File: src/rtl/ptp_ts_pkg.sv
// Shared constants for the timestamp aggregator: record layout, default widths
// and a constant-foldable clog2 used to size pointers and tags.
package ptp_ts_pkg;

    localparam int TS_W_DEF = 128;

    // Record layout as packed by the timestamp unit queue.
    localparam int TS_NS_LSB    = 0;
    localparam int TS_NS_W      = 32;
    localparam int TS_SEC_LSB   = 32;
    localparam int TS_SEC_W     = 48;
    localparam int TS_SEQID_LSB = 80;
    localparam int TS_SEQID_W   = 16;
    localparam int TS_MSGID_LSB = 96;
    localparam int TS_MSGID_W   = 4;

    localparam int                        DROP_CNT_W_DEF = 16;
    localparam logic [DROP_CNT_W_DEF-1:0] DROP_SAT_DEF   = '1;

    function automatic int clog2(input int v);
        int r;
        r = 0;
        for (int i = 0; i < 31; i++) begin
            if ((1 << i) < v) r = i + 1;
        end
        return r;
    endfunction

endpackage

File: src/rtl/ptp_ts_aggr_if.sv
// Bus between the timestamp sources / register block and the aggregator.
interface ptp_ts_aggr_if
    import ptp_ts_pkg::*;
#(
    parameter int NUM_CH = 4,
    parameter int TS_W   = TS_W_DEF,
    parameter int DEPTH  = 16,
    parameter int CNT_W  = DROP_CNT_W_DEF
);
    localparam int CH_W = (NUM_CH > 1) ? clog2(NUM_CH) : 1;
    localparam int QC_W = clog2(DEPTH) + 1;

    logic [NUM_CH-1:0]       ch_en;
    logic [NUM_CH-1:0]       ch_valid;
    logic [NUM_CH*TS_W-1:0]  ch_data;
    logic                    q_rd_en;
    logic                    q_clr;
    logic                    q_rd_vld;
    logic [TS_W-1:0]         q_rd_data;
    logic [CH_W-1:0]         q_rd_ch;
    logic [QC_W-1:0]         q_count;
    logic                    q_ovf;
    logic [NUM_CH*CNT_W-1:0] drop_cnt;

    modport master (
        output ch_en, ch_valid, ch_data, q_rd_en, q_clr,
        input  q_rd_vld, q_rd_data, q_rd_ch, q_count, q_ovf, drop_cnt
    );

    modport slave (
        input  ch_en, ch_valid, ch_data, q_rd_en, q_clr,
        output q_rd_vld, q_rd_data, q_rd_ch, q_count, q_ovf, drop_cnt
    );

endinterface

File: src/rtl/ptp_ts_sfifo.sv
// Synchronous show-ahead FIFO; head word is presented whenever not empty, zero otherwise.
module ptp_ts_sfifo
    import ptp_ts_pkg::*;
#(
    parameter int WIDTH = 8,
    parameter int DEPTH = 16
) (
    input  logic                    clk,
    input  logic                    rst_n,
    input  logic                    clr,
    input  logic                    wr_en,
    input  logic [WIDTH-1:0]        wr_data,
    input  logic                    rd_en,
    output logic [WIDTH-1:0]        rd_data,
    output logic                    empty,
    output logic                    full,
    output logic [clog2(DEPTH):0]   count
);
    localparam int AW = clog2(DEPTH);

    logic [WIDTH-1:0] mem_q [DEPTH];
    logic [AW-1:0]    wr_ptr_q, rd_ptr_q;
    logic [AW:0]      count_q;
    logic             do_wr, do_rd;

    assign empty = (count_q == '0);
    assign full  = (count_q == (AW+1)'(DEPTH));
    assign count = count_q;

    // A write into a full FIFO is legal only when the head leaves the same cycle.
    assign do_rd = rd_en && !empty && !clr;
    assign do_wr = wr_en && (!full || do_rd) && !clr;

    assign rd_data = empty ? '0 : mem_q[rd_ptr_q];

    always_ff @(posedge clk) begin
        if (!rst_n || clr) begin
            wr_ptr_q <= '0;
            rd_ptr_q <= '0;
            count_q  <= '0;
        end else begin
            if (do_wr) wr_ptr_q <= wr_ptr_q + AW'(1);
            if (do_rd) rd_ptr_q <= rd_ptr_q + AW'(1);
            case ({do_wr, do_rd})
                2'b10:   count_q <= count_q + (AW+1)'(1);
                2'b01:   count_q <= count_q - (AW+1)'(1);
                default: count_q <= count_q;
            endcase
        end
    end

    always_ff @(posedge clk) begin
        if (rst_n && do_wr) mem_q[wr_ptr_q] <= wr_data;
    end

endmodule

File: src/rtl/ptp_ts_aggr.sv
// Merges NUM_CH timestamp sources into one shared show-ahead queue with
// round-robin arbitration, per-channel holding registers and drop accounting.
module ptp_ts_aggr
    import ptp_ts_pkg::*;
#(
    parameter int NUM_CH = 4,
    parameter int TS_W   = TS_W_DEF,
    parameter int DEPTH  = 16,
    parameter int CNT_W  = DROP_CNT_W_DEF
) (
    input  logic          clk,
    input  logic          rst_n,
    ptp_ts_aggr_if.slave  bus
);
    localparam int CH_W  = (NUM_CH > 1) ? clog2(NUM_CH) : 1;
    localparam int AW    = clog2(DEPTH);
    localparam int REC_W = TS_W + CH_W;
    localparam logic [CNT_W-1:0] CNT_MAX = '1;

    logic [NUM_CH-1:0] pend_q, pend_d;
    logic [NUM_CH-1:0] load;
    logic [TS_W-1:0]   data_q [NUM_CH];
    logic [CNT_W-1:0]  drop_q [NUM_CH];
    logic [CNT_W-1:0]  drop_d [NUM_CH];
    logic              ovf_q, ovf_d;
    logic [CH_W-1:0]   rr_q, rr_d;

    logic              gnt_vld;
    logic [CH_W-1:0]   gnt_idx;
    logic              wr_ok, pop;
    logic              fifo_empty, fifo_full;
    logic [AW:0]       fifo_count;
    logic [REC_W-1:0]  fifo_rd_data;

    assign pop   = bus.q_rd_en && !fifo_empty;
    assign wr_ok = !fifo_full || pop;

    // Walk downward so the pending channel closest to rr_q overwrites the others.
    always_comb begin
        int idx;
        idx     = 0;
        gnt_vld = 1'b0;
        gnt_idx = '0;
        for (int i = NUM_CH - 1; i >= 0; i--) begin
            idx = int'(rr_q) + i;
            if (idx >= NUM_CH) idx = idx - NUM_CH;
            if (pend_q[idx]) begin
                gnt_vld = 1'b1;
                gnt_idx = CH_W'(idx);
            end
        end
        if (!wr_ok || bus.q_clr) gnt_vld = 1'b0;
    end

    always_comb begin
        rr_d = rr_q;
        if (gnt_vld) rr_d = (gnt_idx == CH_W'(NUM_CH - 1)) ? '0 : gnt_idx + CH_W'(1);
    end

    // A strobe is accepted when the holding slot is free or drains this cycle.
    always_comb begin
        logic granted;
        granted = 1'b0;
        pend_d  = pend_q;
        load    = '0;
        ovf_d   = ovf_q;
        for (int k = 0; k < NUM_CH; k++) begin
            drop_d[k] = drop_q[k];
            granted   = gnt_vld && (gnt_idx == CH_W'(k));
            if (!bus.ch_en[k]) begin
                pend_d[k] = 1'b0;
            end else if (bus.ch_valid[k]) begin
                if (!pend_q[k] || granted) begin
                    pend_d[k] = 1'b1;
                    load[k]   = 1'b1;
                end else begin
                    if (drop_q[k] != CNT_MAX) drop_d[k] = drop_q[k] + CNT_W'(1);
                    ovf_d = 1'b1;
                end
            end else if (granted) begin
                pend_d[k] = 1'b0;
            end
        end
    end

    always_ff @(posedge clk) begin
        if (!rst_n) begin
            pend_q <= '0;
            ovf_q  <= 1'b0;
            rr_q   <= '0;
            for (int k = 0; k < NUM_CH; k++) drop_q[k] <= '0;
        end else if (bus.q_clr) begin
            pend_q <= '0;
            ovf_q  <= 1'b0;
            for (int k = 0; k < NUM_CH; k++) drop_q[k] <= '0;
        end else begin
            pend_q <= pend_d;
            ovf_q  <= ovf_d;
            rr_q   <= rr_d;
            for (int k = 0; k < NUM_CH; k++) drop_q[k] <= drop_d[k];
        end
    end

    always_ff @(posedge clk) begin
        for (int k = 0; k < NUM_CH; k++) begin
            if (load[k]) data_q[k] <= bus.ch_data[k*TS_W +: TS_W];
        end
    end

    ptp_ts_sfifo #(
        .WIDTH (REC_W),
        .DEPTH (DEPTH)
    ) u_fifo (
        .clk     (clk),
        .rst_n   (rst_n),
        .clr     (bus.q_clr),
        .wr_en   (gnt_vld),
        .wr_data ({gnt_idx, data_q[gnt_idx]}),
        .rd_en   (bus.q_rd_en),
        .rd_data (fifo_rd_data),
        .empty   (fifo_empty),
        .full    (fifo_full),
        .count   (fifo_count)
    );

    assign bus.q_rd_vld  = !fifo_empty;
    assign bus.q_rd_data = fifo_rd_data[TS_W-1:0];
    assign bus.q_rd_ch   = fifo_rd_data[REC_W-1 -: CH_W];
    assign bus.q_count   = fifo_count;
    assign bus.q_ovf     = ovf_q;

    for (genvar k = 0; k < NUM_CH; k++) begin : g_drop
        assign bus.drop_cnt[k*CNT_W +: CNT_W] = drop_q[k];
    end

endmodule
File: src/flat_wrapper.sv
// flat-port wrapper written by rule: the top's interface ports become plain ports
module ptp_ts_aggr_flat import ptp_ts_pkg::*;
#(
    parameter int NUM_CH = 4,
    parameter int TS_W   = TS_W_DEF,
    parameter int DEPTH  = 16,
    parameter int CNT_W  = DROP_CNT_W_DEF
)
  (clk, rst_n, bus_ch_en, bus_ch_valid, bus_ch_data, bus_q_rd_en, bus_q_clr, bus_q_rd_vld, bus_q_rd_data, bus_q_rd_ch, bus_q_count, bus_q_ovf, bus_drop_cnt);
  ptp_ts_aggr_if #(.NUM_CH(NUM_CH), .TS_W(TS_W), .DEPTH(DEPTH), .CNT_W(CNT_W)) bus_i ();
  input  logic clk;
  input  logic rst_n;
  input wire logic [$bits(bus_i.ch_en)-1:0] bus_ch_en;
  input wire logic [$bits(bus_i.ch_valid)-1:0] bus_ch_valid;
  input wire logic [$bits(bus_i.ch_data)-1:0] bus_ch_data;
  input wire logic [$bits(bus_i.q_rd_en)-1:0] bus_q_rd_en;
  input wire logic [$bits(bus_i.q_clr)-1:0] bus_q_clr;
  output wire logic [$bits(bus_i.q_rd_vld)-1:0] bus_q_rd_vld;
  output wire logic [$bits(bus_i.q_rd_data)-1:0] bus_q_rd_data;
  output wire logic [$bits(bus_i.q_rd_ch)-1:0] bus_q_rd_ch;
  output wire logic [$bits(bus_i.q_count)-1:0] bus_q_count;
  output wire logic [$bits(bus_i.q_ovf)-1:0] bus_q_ovf;
  output wire logic [$bits(bus_i.drop_cnt)-1:0] bus_drop_cnt;
  assign bus_i.ch_en = bus_ch_en;
  assign bus_i.ch_valid = bus_ch_valid;
  assign bus_i.ch_data = bus_ch_data;
  assign bus_i.q_rd_en = bus_q_rd_en;
  assign bus_i.q_clr = bus_q_clr;
  assign bus_q_rd_vld = bus_i.q_rd_vld;
  assign bus_q_rd_data = bus_i.q_rd_data;
  assign bus_q_rd_ch = bus_i.q_rd_ch;
  assign bus_q_count = bus_i.q_count;
  assign bus_q_ovf = bus_i.q_ovf;
  assign bus_drop_cnt = bus_i.drop_cnt;
  ptp_ts_aggr #(.NUM_CH(NUM_CH), .TS_W(TS_W), .DEPTH(DEPTH), .CNT_W(CNT_W)) u_core (.clk(clk), .rst_n(rst_n), .bus(bus_i));
endmodule
File: config.mk
export PLATFORM = sky130hd
export DESIGN_NAME = ptp_ts_aggr_flat
export DESIGN_NICKNAME = d
export VERILOG_FILES = /design/src/rtl/ptp_ts_pkg.sv /design/src/rtl/ptp_ts_aggr_if.sv /design/src/rtl/ptp_ts_sfifo.sv /design/src/rtl/ptp_ts_aggr.sv /design/src/flat_wrapper.sv
export SDC_FILE = /design/constraint.sdc
export NUM_CORES = 2
export LEC_CHECK = 0
export ABC_AREA = 1
export CAP_MARGIN = 20
export CORE_MARGIN = 10
export CORE_UTILIZATION = 35
export DETAILED_ROUTE_END_ITERATION = 6
export PLACE_DENSITY = 0.56
export SLEW_MARGIN = 20
export SYNTH_ARGS = -nofsm -noshare
export SYNTH_HDL_FRONTEND = slang
export SYNTH_SLANG_ARGS = --single-unit
File: constraint.sdc
create_clock -name clk -period 26.8 [get_ports clk]
set_input_delay 4.02 -clock clk [delete_from_list [all_inputs] [get_ports clk]]
set_output_delay 4.02 -clock clk [all_outputs]
set_load 0.02 [all_outputs]
; After elaboration in Yosys (flattened, before gate mapping)
; Memory sizes are Yosys's and may differ from the RTL's. A register that Yosys moved wholly into a read port is not among the register bits.
; Index checks and enable logic that the tools add are counted.
[op_classes]
add_sub_neg = 16
magnitude_cmp = 8
eq_ne = 14
mux = 107
bitwise = 14
n_reduce_logical = 43
[op_table]
columns = cell, n
row1 = $mux 16, 24
row2 = $mux 130, 1
row3 = $lt 32x4->1 const B, 4
row4 = $mux 32, 4
row5 = $ge 32x4->1 const B, 3
row6 = $sub 32x4->32 const B, 3
row7 = $mux 1, 66
row8 = $add 16x1->16 const B, 4
row9 = $ne 16x16->1 const B, 4
row10 = $reduce_or 3->1, 4
row11 = $mux 2, 5
row12 = $pmux 5 s2, 1
row13 = $reduce_and 2->1, 5
row14 = $reduce_bool 2->1, 5
row15 = $logic_and 1x1->1, 9
row16 = $logic_not 1->1, 9
row17 = $add 4x1->4 const B, 2
row18 = $bmux 1 s2, 4
row19 = $logic_or 1x1->1, 8
row20 = $mux 4, 2
row21 = $ne 2x1->1 const B, 4
row22 = $or 1x1->1, 8
row23 = $add 2x2->3 const B, 2
row24 = $eq 2x2->1 const B, 3
row25 = 12 further kinds, 18
[totals]
ff_bits = 20
mem_bits_rw = 2656
out_inout_bits = 201
wordCells = 214
memories = 3
[mem_list]
columns = memory, depth, word_bits, read_ports, rd_clocked_by_memory_dff, write_ports, line_no
row1 = u_core.u_fifo.mem_q, 16, 130, 1, 1, 1, ptp_ts_sfifo.sv:21  ; logic [WIDTH-1:0] mem_q [DEPTH];
row2 = u_core.data_q, 4, 128, 1, 0, 4, ptp_ts_aggr.sv:22  ; logic [TS_W-1:0] data_q [NUM_CH];
row3 = u_core.drop_q, 4, 16, 4, 0, 4, ptp_ts_aggr.sv:23  ; logic [CNT_W-1:0] drop_q [NUM_CH];

; Logic depth before layout (Yosys ltp)
[depth]
ltp_word = 25
ltp_mapped = 19
depth_no_buf = 17

; By module
; A second synthesis with hierarchy kept.
[hier_totals]
hier_cells = 10311
hier_area_um2 = 113024.6
[modules_own_cells]
columns = module, n_inst, cells_each, area_per_inst_um2, seq_area_each_um2
row1 = ptp_ts_sfifo, 1, 8285, 88459.8, 62800.2
row2 = ptp_ts_aggr, 1, 2026, 24564.8, 17276.6

; Worst setup path after synthesis
; Ideal clock, no wire load.
[synth_path]
path_type = input -> register
startpoint = input bus_q_rd_en
endpoint = memory u_core.u_fifo.mem_q[11][0] in the netlist's numbering, enable pin
setup_time_ns = 0.779
arrival_ns = 13.516
t_required_ns = 26.021
slack_ns = 12.505
path_stages = 6
path_cell_list = nor2_1 a21oi_1 nand2_2 inv_1 nand2_1 nor3_1
[synth_via]
elab_chain_len = 10
word_cells_on_any_way = 12
cone_classes = 3 x mux / 9 x reduce/logical
[synth_lines]
columns = item, line_no
row1 = from (decl), flat_wrapper.sv:16  ; input wire logic [$bits(bus_i.q_rd_en)-1:0] bus_q_rd_en;
row2 = $logic_and 1x1->1 *, "ptp_ts_sfifo.sv:31, ptp_ts_aggr.sv:35"
row3 = $logic_or 1x1->1, ptp_ts_aggr.sv:36  ; assign wr_ok = !fifo_full || pop;
row4 = $logic_not 1->1, ptp_ts_aggr.sv:52  ; if (!wr_ok || bus.q_clr) gnt_vld = 1'b0;
row5 = $logic_or 1x1->1, ptp_ts_aggr.sv:52
row6 = $mux 1, ptp_ts_aggr.sv:52
row7 = $logic_and 1x1->1 * (2 in a row), ptp_ts_sfifo.sv:32  ; assign do_wr = wr_en && (!full || do_rd) && !clr;
row8 = $logic_and 1x1->1 *, ptp_ts_sfifo.sv:53  ; if (rst_n && do_wr) mem_q[wr_ptr_q] <= wr_data;
row9 = $mux 1 *, ptp_ts_sfifo.sv:53
row10 = $mux 1 (not written as such) *, ptp_ts_sfifo.sv:53
row11 = to (decl), ptp_ts_sfifo.sv:21
; Mark *: on every way between the ends. The rest lies on a longest branch, timed or not.

==> out/results.txt <==
The flow ran to the end, and the final reports show no timing, DRC or antenna violations. The fraction of layout cells with a size suffix above 1 was 6.77%. The width of the die is 567 um. The number of unique standard cell types used by synthesis is 42. The initialized floorplan defines 200 standard-cell rows. Adding up every negative setup slack in the final design gives 0 ps. Dominant cell type by count on the critical path: sky130_fd_sc_hd__buf_4.

Total setup violations reported at the end of the flow: 0. Internal power comes to 0.00737 W. After clock tree synthesis, the clock-pin slew on the worst setup and hold paths is 60 ps.

The run gives 7 as the initial antenna violation count. Setup repair after global routing left no endpoint under its margin. The count of nets left with antenna violations once routing finished came out at 0. Walking the worst path, the cells encountered are inv_8 > buf_4 > buf_4 > buf_4 > buf_4 > buf_4 > o21ai_0 > o221ai_1 > nand3_1 > a21oi_1 > clkdlybuf4s50_1. The total count of hold-check failures in the final report came out at 0. Delay contributed by the slowest stage of the critical path: 820 ps.

The buffer type at the clock tree root is sky130_fd_sc_hd__clkbuf_16. For this run, the number of standard cells in the final layout without fillers is 12400. At the end of routability-driven placement, the weighted congestion stood at 0.757.

For this design, the sink count on the clock tree is 2680. The later pin in the worst-skew pair is clocked with a latency of 900 ps. The first TritonRoute pass finished after 6 iterations. For the post-route worst hold slack, the log shows 482 ps.

VDD sags by at most 0.0000521 V. The final critical-path share of the clock period was 43.9%. Summing all placed instances gives a cell area of 116000 um^2. The tools report the synthesized net count as 8199. The final route contains 66700 vias. In this run the static leakage power is 40.2 nW.

The maximum buffer depth of the clock tree came out at 4. The run gives 5 as the count of H-tree levels built during CTS. By area the synthesized netlist is led by sky130_fd_sc_hd__edfxtp_1, sky130_fd_sc_hd__o21ai_0, sky130_fd_sc_hd__nor2_1.

Post-CTS repair changed the size of 0 cells. The die footprint was 322000 um^2. TritonCTS built the clock tree.

The tools report the global-route usage over all layers as 17.7%. The mean number of vias per cell came out at 5.36. The run gives 8803 as the net total in the final layout. At the pin with the least slew margin, the transition time is 1140 ps. STA classifies the critical path endpoint as an output pin.

The logic gate share of total power was 8.9%; the post-synthesis sequential area ratio was 76.4%. For this configuration, the core starts out at a cell density of 35.2%. At the worst endpoint, the arrival time is 7750 ps. The share of total power dissipated in sequential elements is 50.7%. Worst setup path category: reg -> out. Critical path launch point type: a register. The wire-length estimate of the detail-placed layout is 160000 um. Port buffering added 724 buffers. In this run the standard cell core region covers 298000 um^2.

The buffer count from post-CTS setup fixing came out at 0. The shortest clock period the worst path allows after layout came out at 11770 ps. Of the post-synthesis cell area, the dominant cell type holds 75.6%. For the synthesized cell area, the log shows 105000 um^2. For this run, the top clock speed supported by timing is 85.0 MHz.

Largest net degree at the start of global routing: 203. Measured along the y axis, the die boundary spans 567 um. The flip-flop and latch count after synthesis is 2680, and the post-synthesis to final-layout area growth is 19.5%. On the critical path, the stage with the largest delay is an instance of sky130_fd_sc_hd__buf_4. The count of pins over their slew limit was 0; the total chip power was 0.00971 W. During synthesis, Yosys emitted a total of 0 warnings. After global routing the overflow that remains totals 0. The total DRC errors in the routed layout was 0; the wire length of the first global-routing pass was 441000 um. Pin placement for this block handled 725 I/O pins. The average detailed-routed wire length per instance was 24.2 um; the clock share of power was 40.4%.

The power per cell area is 77.5 nW/um^2. The combined buffer and inverter count along the critical path was 7. Filler cell count in the final layout: 27000. The total routed wirelength came out at 301000 um. Summed over all instances, the cell type with the most area after synthesis is sky130_fd_sc_hd__edfxtp_1.

For the gate count after technology mapping, the log shows 7657. The switching power of the nets came out at 0.00234 W. Dominant delay contributor by cell family on the critical path: buffers and inverters. Worst clock skew: 41.3 ps. The required time at the worst-slack endpoint was 22780 ps; the number of global-route vias before repair was 66600. Once placement completed, the tool counted placed cells totaling 11900. The min-delay analysis places its worst path in the category reg -> reg. The worst-case headroom to the max-slew limit is 24.3%. The tools report the quantity of hold-fixing buffers added after cts as 0. In this run the mean area of a mapped cell was 13.7 um^2. The finished cells cover 125000 um^2.

Buffers inserted during clock tree synthesis total 296. The tool flagged a number of max-cap violations equal to 0. The switching part of the total was 24.1%; the detailed router's first-iteration violation count was 6366. The maximum net fanout on the critical path came out at 165.
-- Yosys cell counts --
master                     number
sky130_fd_sc_hd__buf_1         20
sky130_fd_sc_hd__nor3b_1        6
sky130_fd_sc_hd__nand3_2        2
sky130_fd_sc_hd__o31ai_1        1
sky130_fd_sc_hd__o21ai_1       89
sky130_fd_sc_hd__nand3b_1       3
sky130_fd_sc_hd__nand2_1      352
sky130_fd_sc_hd__nand2_2        6
sky130_fd_sc_hd__fa_1           1
sky130_fd_sc_hd__ha_1          17
sky130_fd_sc_hd__dfxtp_1       40
sky130_fd_sc_hd__clkinv_1       2
sky130_fd_sc_hd__inv_2          4
sky130_fd_sc_hd__o21a_1         2
sky130_fd_sc_hd__nand4_1       14
sky130_fd_sc_hd__or2_2          3
sky130_fd_sc_hd__and3_1         1
sky130_fd_sc_hd__nand3_1      154
sky130_fd_sc_hd__nor3_1        26
sky130_fd_sc_hd__o221ai_1     365
sky130_fd_sc_hd__buf_6          7
sky130_fd_sc_hd__inv_1        340
sky130_fd_sc_hd__o211ai_1     283
sky130_fd_sc_hd__buf_2        135
sky130_fd_sc_hd__nor2_1      1133
sky130_fd_sc_hd__a211oi_1       2
sky130_fd_sc_hd__clkbuf_2       2
sky130_fd_sc_hd__nor4_1         4
sky130_fd_sc_hd__a21o_1         1
sky130_fd_sc_hd__o21ai_0     1124
sky130_fd_sc_hd__buf_4         13
sky130_fd_sc_hd__nor2_2         3
sky130_fd_sc_hd__a21oi_1      317
sky130_fd_sc_hd__xnor2_1        5
sky130_fd_sc_hd__nand2_4        1
sky130_fd_sc_hd__xor2_1        10
sky130_fd_sc_hd__o21ai_2        1
sky130_fd_sc_hd__clkbuf_1     369
sky130_fd_sc_hd__edfxtp_1    2640
sky130_fd_sc_hd__a31oi_1        3
sky130_fd_sc_hd__o22ai_1      155
sky130_fd_sc_hd__nor2_4         1
-- path summary, 6_finish.rpt --
check / cells past startpoint / slack (ps) / end / start
worst min-delay path: 2 / 480 / register / u_core.u_fifo.rd_ptr_q[2]
worst max-delay path: 11 / 15030 / bus_q_rd_data[66] / register
worst min register to register: 2 / 480 / register / u_core.u_fifo.rd_ptr_q[2]
worst max register to register: 14 / 21430 / u_core.u_fifo.mem_q[14][101] / u_core.rr_q[0]
-- per-layer routing --
metal | global-route usage [%] | vias to the layer above | share of wire, %
li1 | - | 30100 | -
met3 | 2.73 | 435 | 6.8
met4 | 4.62 | 0 | 2.3
met2 | 29.5 | 2501 | 48
met1 | 24.4 | 33600 | 43
met5 | 0 | - | 0
-- cell usage in the layout (no fill, tap or decap), types with 283 or more instances in the layout --
master                            instances
sky130_fd_sc_hd__a21oi_1                317
sky130_fd_sc_hd__clkbuf_16              298
sky130_fd_sc_hd__clkdlybuf4s50_1        724
sky130_fd_sc_hd__edfxtp_1              2640
sky130_fd_sc_hd__inv_1                  338
sky130_fd_sc_hd__nand2_1                352
sky130_fd_sc_hd__nor2_1                1115
sky130_fd_sc_hd__o211ai_1               283
sky130_fd_sc_hd__o21ai_0               1122
sky130_fd_sc_hd__o221ai_1               365
-- sequential cells by signal, summed over array words and instances, names as in the netlist, named ones only --
register                cells
u_core.drop_q              64
u_core.bus.q_ovf            1
u_core.u_fifo.mem_q      2080
u_core.u_fifo.rd_ptr_q      4
u_core.u_fifo.count         5
u_core.u_fifo.wr_ptr_q      4
u_core.rr_q                 2
u_core.data_q             512
u_core.pend_q               4
-- area by class of cell --
class                   count  area, um^2  area share [%]
multi-input cells        4085       21300            17.0
clock buffers             364        7700            6.15
clock inverters           161        1560            1.25
flip-flops and latches   2680       80100            63.9
diodes                      2        5.00         0.00400
repair buffers            852        8320            6.64
inverters                 346        1330            1.06
well taps                3939        4930            3.93
-- metrics by stage --
stage	util [%]	setup WS (ps)
2_1_floorplan	-	12510
3_3_place_gp	39.0	16110
3_5_place_dp	39.0	16030
4_1_cts	42.1	15060
5_1_grt	42.1	14500
6_report	42.1	15030
-- power by group through the flow --
stage | Sequential [W] | Clock, W | Combinational (W)
floorplan | 0.00501 | 0 | 0.000435
global placement | 0.00501 | 0 | 0.000848
detailed placement | 0.00501 | 0 | 0.000873
CTS | 0.00492 | 0.00401 | 0.000875
global route | 0.00493 | 0.00418 | 0.000942
finish | 0.00492 | 0.00392 | 0.000863
-- worst register-to-register path, cell delays in order (launching register included) --
cell                      delay (ps)
sky130_fd_sc_hd__dfxtp_1         550
sky130_fd_sc_hd__inv_1           160
sky130_fd_sc_hd__nand2_1         100
sky130_fd_sc_hd__nand2_2          80
sky130_fd_sc_hd__nand2_1          90
sky130_fd_sc_hd__o21ai_0         110
sky130_fd_sc_hd__nor2_2          160
sky130_fd_sc_hd__o21ai_2         110
sky130_fd_sc_hd__nand2_8         440
sky130_fd_sc_hd__buf_4           710
sky130_fd_sc_hd__buf_4           770
sky130_fd_sc_hd__buf_4           840
sky130_fd_sc_hd__a21oi_1         180
sky130_fd_sc_hd__o21ai_1         120
sky130_fd_sc_hd__nand2_1         470
-- cells by family after synthesis --
logic type	after synthesis	synth area share, %
simple gates	1709	6.46
compound gates	2343	13.4
fa+ha+maj	18	0.222
xor+xnor	15	0.125
buf+inv	892	3.45
flops	2680	76.4
Power figures use the tool's default switching activity.
